===== src/rtl/key_request_capture.sv =====
// rtl/key_request_capture.sv - debounced key lines latched into a request vector with sticky drop flags
module key_request_capture #(
  parameter int TICK_DIV = 100000,
  parameter int DB_TICKS = 10
) (
  input  logic        clk,
  input  logic        rst,
  input  logic [15:0] raw_in,
  input  logic        ack,
  input  logic [3:0]  ack_idx,
  output logic [15:0] pending,
  output logic        any_pending,
  output logic [15:0] dropped
);

  localparam int PW = $clog2(TICK_DIV);
  localparam logic [PW-1:0] PRESC_MAX = PW'(TICK_DIV - 1);
  localparam logic [3:0]    CNT_MAX   = 4'(DB_TICKS - 1);

  logic [15:0]   sync1;
  logic [15:0]   sync;
  logic [15:0]   db;
  logic [3:0]    cnt [16];
  logic [PW-1:0] presc;
  logic          tick;
  logic [15:0]   differ;
  logic [15:0]   expire;
  logic [15:0]   rise;
  logic [15:0]   clr;

  assign tick        = (presc == PRESC_MAX);
  assign rise        = expire & sync;
  assign clr         = ack ? (16'h0001 << ack_idx) : 16'h0000;
  assign any_pending = |pending;

  always_ff @(posedge clk) begin
    if (rst) begin
      sync1 <= '0;
      sync  <= '0;
    end else begin
      sync1 <= raw_in;
      sync  <= sync1;
    end
  end

  always_ff @(posedge clk) begin
    if (rst || tick) presc <= '0;
    else             presc <= presc + 1'b1;
  end

  // A bit expires when it has disagreed with db for DB_TICKS consecutive ticks
  always_comb begin
    differ = sync ^ db;
    expire = '0;
    for (int i = 0; i < 16; i++) begin
      expire[i] = differ[i] && tick && (cnt[i] == CNT_MAX);
    end
  end

  always_ff @(posedge clk) begin
    if (rst) begin
      db <= '0;
      for (int i = 0; i < 16; i++) cnt[i] <= '0;
    end else begin
      db <= db ^ expire;
      for (int i = 0; i < 16; i++) begin
        if (!differ[i] || expire[i]) cnt[i] <= '0;
        else if (tick)               cnt[i] <= cnt[i] + 4'd1;
      end
    end
  end

  // Set beats a same-cycle ack so a fresh press is never lost
  always_ff @(posedge clk) begin
    if (rst) begin
      pending <= '0;
      dropped <= '0;
    end else begin
      pending <= (pending & ~clr) | rise;
      dropped <= dropped | (rise & pending & ~clr);
    end
  end

endmodule


===== config.mk =====
export PLATFORM = sky130hd
export DESIGN_NAME = key_request_capture
export DESIGN_NICKNAME = d
export VERILOG_FILES = /design/src/rtl/key_request_capture.sv
export SDC_FILE = /design/constraint.sdc
export NUM_CORES = 1
export LEC_CHECK = 0
export CORE_MARGIN = 3
export CORE_UTILIZATION = 50
export CTS_BUF_LIST = sky130_fd_sc_hd__clkbuf_16
export CTS_CLUSTER_SIZE = 28
export DETAILED_ROUTE_END_ITERATION = 16
export GPL_ROUTABILITY_DRIVEN = 0
export PLACE_DENSITY = 0.68
export SETUP_SLACK_MARGIN = 0.3
export SYNTH_ARGS = -nofsm -noshare
export SYNTH_HDL_FRONTEND = slang
export SYNTH_SLANG_ARGS = --single-unit

===== constraint.sdc =====
create_clock -name clk -period 2.7 [get_ports clk]
set_input_delay 0.54 -clock clk [delete_from_list [all_inputs] [get_ports clk]]
set_output_delay 0.54 -clock clk [all_outputs]
set_load 0.05 [all_outputs]

[Yosys cells after proc, flatten, opt, wreduce, memory -nomap -nowiden]
Memories as Yosys holds them, arrays and structs flattened.
Index checks and enable logic that the tools add are counted.
Operators by class
  add/sub/neg operators: 17
  equality and inequality tests: 17
  shift-type cells: 1
  multiplexer cells: 132
  bitwise operators: 41
  reduce and logical (&&, ||, !) cells: 66
Operators by type and width (number)
  2-to-1 mux 4 bit: 32
  2-to-1 mux 1 bit: 99
  adder 4 x 1 -> 4 bit (second input constant): 16
  AND 16 bit: 4
  == test 4 bit (second input constant): 16
  logical AND 1 bit: 32
  bitwise OR 1 bit: 32
  bitwise OR 16 bit: 2
  bitwise XOR 16 bit: 2
  adder 17 x 1 -> 17 bit (second input constant): 1
  == test 17 bit (second input constant): 1
  logical OR 1 bit: 17
  zero test 1 bit: 16
  2-to-1 mux 16 bit: 1
  NOT 16 bit: 1
  OR reduction 16 bit: 1
  left shift 1 x 4 -> 16 bit (first input constant): 1
Storage, ports and cells
  flip-flop bits (word level): 97
  bits in writable memories: 64
  input bits: 23
  output and inout port bits: 33
  memories: 1
Memories
  cnt: depth 16, width 4, rd ports 16, clocked after memory_dff 0, wr ports 16, RTL line 23  | logic [3:0] cnt [16];

[Longest topological paths before layout]
Gate-level depths: netlist (run 1).
  word-level depth: 9
  depth in mapped cells: 7
  depth with buffers taken out: 6

[Worst setup path after synthesis (run 1)]
Ideal clock, no wire load.
  path type: register to register
  start: reg presc[0]
  end: mem cnt[9][0] (netlist: cnt[1][4]) (enable)
  library setup time: 0.271 ns
  arrival: 1.605 ns
  path slack: 0.824 ns
  stages on the path, launching flop included: 8
  path buffers: 2
  clock period less this slack: 1.876 ns
  path through: dfxtp_1 -> ha_1 -> and4_1 -> and4_1 -> buf_4 -> nor2_2 -> buf_2 -> nand2_1
RTL lines
  from (decl): RTL line 24  | logic [PW-1:0] presc;
  from (signal assigned): RTL line 48  | else presc <= presc + 1'b1;
  to (decl): RTL line 23

[Final worst setup path (run 1)]
  start: reg presc[0]
  end: reg db[11]
On the way
  longest elaborated chain between the ends: 4
Ends and longest elaborated chain
  == test 17 bit: RTL line 31  | assign tick = (presc == PRESC_MAX);
  logical AND 1 bit (2 in a row): RTL line 56  | expire[i] = differ[i] && tick && (cnt[i] == CNT_MAX);
  bitwise XOR 16 bit: RTL line 65  | db <= db ^ expire;
  to (signal assigned): RTL line 65
  to (decl): RTL line 22  | logic [15:0] db;
Every way passes these cells.
A chain may end at the register's enable or synchronous reset.

==> results.txt, run 1 <==
antenna diode count = 0
Max Cap Viol = 0
first-pass GRT wire length = 24200 um
Post-CTS Hold Buffers = 0
Int Pwr = 4.29 mW
worst vdd ir = 295 uV
asr flop ratio synth = 0%
drt total wl = 14500 um
average size of a mapped cell = 10.3 um^2
vias in the first global route = 4900
routed via count = 5060
Detail Route Antenna Nets = 0
flop and latch count out of synthesis = 161
WS Path Type = reg -> reg
leading area contributor after synthesis = dfxtp_1
Top Ports = 56
largest net degree at the start of global routing = 58
dpl hpwl = 10100 um
CTS Buffer Depth = 2
Fin. Hold Viols = 0
Slew Viols, Final = 0
Synth top cells by count = dfxtp_1, nor2_1, edfxtp_1
GRT Total Usage = 19.2%
core area = 13600 um^2
area fraction of the dominant cell type after synthesis = 27.4%
CTS tree = yes
initial antenna violation count = 0
register area share after synthesis = 54.6%
hold slack = 0.438 ns
die height = 125 um
Sink Count = 161
Worst Hold Class = reg -> reg
largest fanout on the critical path = 21
H-tree level count = 4
Sw Share = 20.2%
layout net count = 800
Clock Skew = 0.00739 ns
synthesized cell area = 7080 um^2
most frequent cell after synthesis = dfxtp_1
port bufs = 55
Syn Nets = 741
CTS clock-pin slew for the worst setup and hold paths = 0.06 ns
# rows = 42
clock latency on the worst-skew pair = 0.42 ns
Net Switching = 1.09 mW
DRC errors left = 0
Worst Tran Pin Value = 0.590 ns
Max Fclk = 450 MHz
grt ovf = 0
leakage power = 3.20 nW
Rel. slew slack = 60.7%
wire per inst = 15.5 um
die width = 125 um
Setup Buffers After CTS = 0
die area = 15600 um^2
total negative slack = 0 ns
drt first pass iters = 4
Logic pwr share = 3.0%
CTS root buf = clkbuf_16
Final min period = 2.22 ns
Post-synth EDFFs = 64
sequential power share = 48.4%
Starting Density = 52.2%
WP data arrival = 2.51 ns
RSZ-0062 raised after global routing = false
DR iter-0 viols = 364
Critical Path Source Type = flip-flop
Clock power frac = 48.7%
largest cells by area after synthesis = dfxtp_1, edfxtp_1, ha_1
Cells after Synth = 685
# setup viols final = 0
Tcrit/Tclk final = 82.2%
CP required = 2.99 ns
status = complete, no violations
pwr/cell area = 637 nW/um^2
share of layout cells above drive strength 1 = 6.21%
top_reg_cell synth = dfxtp_1
Avg Vias per Cell = 5.42
Yosys cell types = 40
CTS Buf Count = 17
Yosys warning count = 0
crit end category = flip-flop
area delta synth->final = 19.4%
sequential cells by signal, summed over array words and instances, names as in the netlist:
signal and count:
sync1 16, presc 17, sync 16, db 16, cnt 64, dropped 16
pending 16
logic make-up (layout without fill, tap and decap cells):
kind of cell / Yosys count / count (layout) / synth area share (%)
adders and majority gates: 33 / 33 / 5.84
buffers and inverters: 55 / 127 / 3.29
and+or+nand+nor: 289 / 289 / 21.7
DFF: 161 / 161 / 54.6
xor gates and xnor gates: 63 / 63 / 7.80
AOI/OAI and AO/OA: 84 / 84 / 6.76
power groups by stage:
stage	registers (mW)	logic [mW]	clock network [mW]
after CTS	2.60	0.163	2.65
final	2.60	0.161	2.62
after global placement	2.65	0.157	0
after detailed placement	2.65	0.160	0
after floorplan	2.64	0.0966	0
after global routing	2.61	0.179	2.77
per-layer routing:
metal / part of all wire, % / vias to the layer above / track usage (%)
met4: 2.3 / 0 / 8.48
met1: 45 / 2395 / 25.4
met3: 5.5 / 25 / 3.67
li1: - / 2509 / -
met5: 0 / - / 0
met2: 47 / 131 / 31.0
worst max-delay path: stages, from the launching register on:
cell     delay, ns
dfxtp_1       0.36
ha_1          0.24
and4_1        0.30
nand4_2       0.49
buf_4         0.39
o21ai_0       0.20
a21oi_1       0.10
cells in the final DEF, fill, tap and decap left out, types with 4 or more instances in the layout:
master,Yosys,final
a21oi_1,35,35
a31oi_1,7,7
buf_4,3,5
bufinv_16,0,4
clkbuf_16,0,19
clkdlybuf4s50_1,0,53
dfxtp_1,97,97
edfxtp_1,64,64
ha_1,33,33
inv_1,33,34
nand2_1,35,35
nand3_1,29,29
nand3b_1,15,15
nand4_1,22,22
nand4b_1,5,5
nor2_1,94,94
nor2b_1,32,32
nor3_1,4,4
nor3b_1,15,15
nor4_1,12,12
o21a_1,11,11
o21ai_0,24,24
o31ai_1,5,5
or3_1,10,10
xnor2_1,31,31
xor2_1,32,32
stage by stage:
stage | setup slack, ns | power, mW | utilization, % | area (um^2) | cells
6_report | 0.480 | 5.38 | 62.3 | 8450 | 933
5_1_grt | 0.345 | 5.56 | 62.3 | 8450 | 933
4_1_cts | 0.320 | 5.41 | 62.3 | 8450 | 933
3_5_place_dp | 0.190 | 2.81 | 57.5 | 7790 | 901
3_3_place_gp | 0.264 | 2.81 | 57.5 | 7790 | 901
2_1_floorplan | 0.824 | 2.74 | - | 7080 | 685
final timing paths:
check / startpoint / to / slack, ns / cells after the start
max reg2reg: presc[0]$_SDFF_PP0_ / db[11]$_SDFF_PP0_ / 0.48 / 6
min reg2reg: sync1[3]$_SDFF_PP0_ / sync[3]$_SDFF_PP0_ / 0.44 / 1
max: presc[0]$_SDFF_PP0_ / db[11]$_SDFF_PP0_ / 0.48 / 6
min: sync1[3]$_SDFF_PP0_ / sync[3]$_SDFF_PP0_ / 0.44 / 1
what timing repair did:
| item | in CTS | in global routing |
|---|---|---|
| pin swaps | 0 | 0 |
| gates resized for setup | 2 | 2 |
| setup endpoints to repair | 65 | 1 |
layout make-up:
type                    instances  area [um^2]
fillers                      1133         5110
flip-flops and latches        161         3860
multi-input cells             469         2980
repair buffers                 61          598
clock buffers                  19          475
well taps                     176          220
clock inverters                13          179
inverters                      34          128
Power figures use the tool's default switching activity.
==> run 2, diff against run 1 <==
- PLACE_DENSITY: 0.68 -> 0.71
- clock period: 2.7 -> 1.85 ns (I/O delays scaled with it)
==> run 2 against run 1 <==
Net effect:
- the run now ends with negative setup slack left
- critical path type is now reg -> out
- sequential power rose by 46%
- cell count increased by 7.2%
- clock-buffer cell count shrank 2
- clock skew rose by 0.0035 ns
- sequential share of layout area decreased by 7.4 points
- die area unchanged
- register-to-register slack worse by 0.52 ns
- critical endpoint is now any_pending
- core utilization up 13 points
- non-clock buffer count up 67
- combinational power up 130%
- hold slack worse by 0.0040 ns
==> results.txt, run 2 (synthesis gave the netlist of run 1 again) <==
status = finished, violations left (was complete, no violations)
violated checks = negative setup slack
WL met2 = 10000 um (was 6870 um)
die height = 125 um (unchanged)
Final min period = 2.01 ns
Slew Viols, Final = 0 (unchanged)
Rel. slew slack = 59.0% (was 60.7%)
fin util = 75.2% (was 62.3%)
largest delay contributor family on the critical path = simple AND/OR/NAND/NOR gates (unchanged)
GRT Total Usage = 23.0% (was 19.2%)
drt first pass iters = 5 (was 4)
grt ovf = 0 (unchanged)
hold slack = 0.434 ns (was 0.438 ns)
CP bufs+invs = 1 (unchanged)
Largest Register = cnt (unchanged)
total negative slack = -0.231 ns (was 0 ns)
CTS tree = yes (unchanged)
Top Ports = 56 (unchanged)
# rows = 42 (unchanged)
top flop regs = cnt: 64 flops, presc: 17 flops (unchanged)
top sig layer = met4 (unchanged)
met3 WL = 1180 um (was 802 um)
CP max stage delay = 0.37 ns (was 0.49 ns)
wire per inst = 19.8 um (was 15.5 um)
worst vdd ir = 698 uV (was 295 uV)
RSZ-0062 raised after global routing = true (was false)
Final WS setup = -0.163 ns (was 0.480 ns)
WS Path Type = reg -> out (was reg -> reg)
commonest non-fill, non-tap cell in the layout = nor2_1 (was dfxtp_1)
antenna diode count = 0 (unchanged)
WP data arrival = 1.64 ns (was 2.51 ns)
routed via count = 5768 (was 5060)
pwr/cell area = 765 nW/um^2 (was 637 nW/um^2)
clock latency on the worst-skew pair = 0.43 ns (was 0.42 ns)
CTS Buffer Depth = 2 (unchanged)
post-placement cell count = 930 (was 901)
Layout Cells excl Fill = 1000 (was 933)
initial antenna violation count = 0 (unchanged)
Critical Path Source Type = flip-flop (unchanged)
die width = 125 um (unchanged)
Sink Count = 161 (unchanged)
Final Instance Area = 10200 um^2 (was 8450 um^2)
DRC errors left = 0 (unchanged)
CTS Buf Count = 17 (unchanged)
area delta synth->final = 44.1% (was 19.4%)
largest fanout on the critical path = 3 (was 21)
Worst Hold Class = reg -> reg (unchanged)
crit path max-delay cell type = nor4_2 (was nand4_2)
CTS root buf = clkbuf_16 (unchanged)
DR iter-0 viols = 383 (was 364)
H-tree level count = 4 (unchanged)
Detail Route Antenna Nets = 0 (unchanged)
Tcrit/Tclk final = 109%
die area = 15600 um^2 (unchanged)
core area = 13600 um^2 (unchanged)
CTS clock-pin slew for the worst setup and hold paths = 0.06 ns (about the same)
first-pass GRT wire length = 28700 um (was 24200 um)
Starting Density = 52.2% (unchanged)
CP required = 1.48 ns (was 2.99 ns)
Max Cap Viol = 0 (unchanged)
commonest cells after routing, fill and taps aside = nor2_1, dfxtp_1, buf_4 (was dfxtp_1, nor2_1, edfxtp_1)
Clock Skew = 0.0109 ns (was 0.00739 ns)
Largest register FFs = 64 (unchanged)
largest net degree at the start of global routing = 49 (was 58)
Fin. Hold Viols = 0 (unchanged)
Placed Area = 8080 um^2 (was 7790 um^2)
vias in the first global route = 5750 (was 4900)
wl on met1 = 7870 um (was 6480 um)
drt total wl = 19800 um (was 14500 um)
Post-CTS Hold Buffers = 0 (unchanged)
Avg Vias per Cell = 5.77 (was 5.42)
Max Fclk = 497 MHz
Worst Tran Pin Value = 0.615 ns (was 0.590 ns)
leakage power = 3.90 nW (was 3.20 nW)
dpl hpwl = 10700 um (was 10100 um)
crit end category = output pin (was flip-flop)
layout net count = 867 (was 800)
Place WS = -0.150 ns (was 0.190 ns)
Final Power = 7.80 mW (was 5.38 mW)
port bufs = 55 (unchanged)
crit-path cells = nor4_2 > nand4_1 > buf_6 (was ha_1 > and4_1 > nand4_2 > buf_4 > o21ai_0 > a21oi_1)
# setup viols final = 4 (was 0)
share of layout cells above drive strength 1 = 35.3% (was 6.21%)
[run 2: routing by layer]
layer  track usage, %  up-vias
met3             5.97       65
met5                0        -
met4             10.3        0
met2             37.5      212
met1             28.9     2837
li1                 -     2654
[run 2: final timing paths]
path,depth (start not counted),slack [ns],to,from
worst max-delay path,3,-0.16,any_pending,pending[14]$_SDFF_PP0_
worst min register to register,1,0.43,sync[8]$_SDFF_PP0_,sync1[8]$_SDFF_PP0_
worst max register to register,7,-0.04,cnt[1][29]$_SDFFCE_PP0P_,presc[1]$_SDFF_PP0_
worst min-delay path,1,0.43,sync[8]$_SDFF_PP0_,sync1[8]$_SDFF_PP0_
[run 2: area by class of cell]
type | count | area [um^2]
multi-input combinational | 469 | 3940
timing repair buffer | 128 | 1400
inverter | 34 | 128
tap | 176 | 220
sequential | 161 | 3910
clock inverter | 15 | 174
clock buffer | 17 | 425
fill | 806 | 3360
[run 2: repair_timing]
| item | in CTS | in global routing |
|---|---|---|
| setup buffers | 17 | 11 |
| pin swaps | 73 | 57 |
| cloned | 8 | 2 |
| gates resized for setup | 125 | 107 |
| endpoints found under the setup margin | 173 | 194 |
[run 2: worst register-to-register path, stage by stage (launching register included)]
cell	delay (ns)
dfxtp_2	0.36
ha_4	0.13
and4_4	0.22
and4_4	0.34
buf_12	0.15
buf_16	0.12
nand4_1	0.19
nor2_1	0.22
[run 2: power by group]
group | leakage [nW] | switching, mW | internal [mW]
Sequential | 1.57 | 0.0588 | 3.73
Clock | 0.306 | 1.41 | 2.23
Combinational | 2.03 | 0.203 | 0.167
Total | 3.90 | 1.67 | 6.13
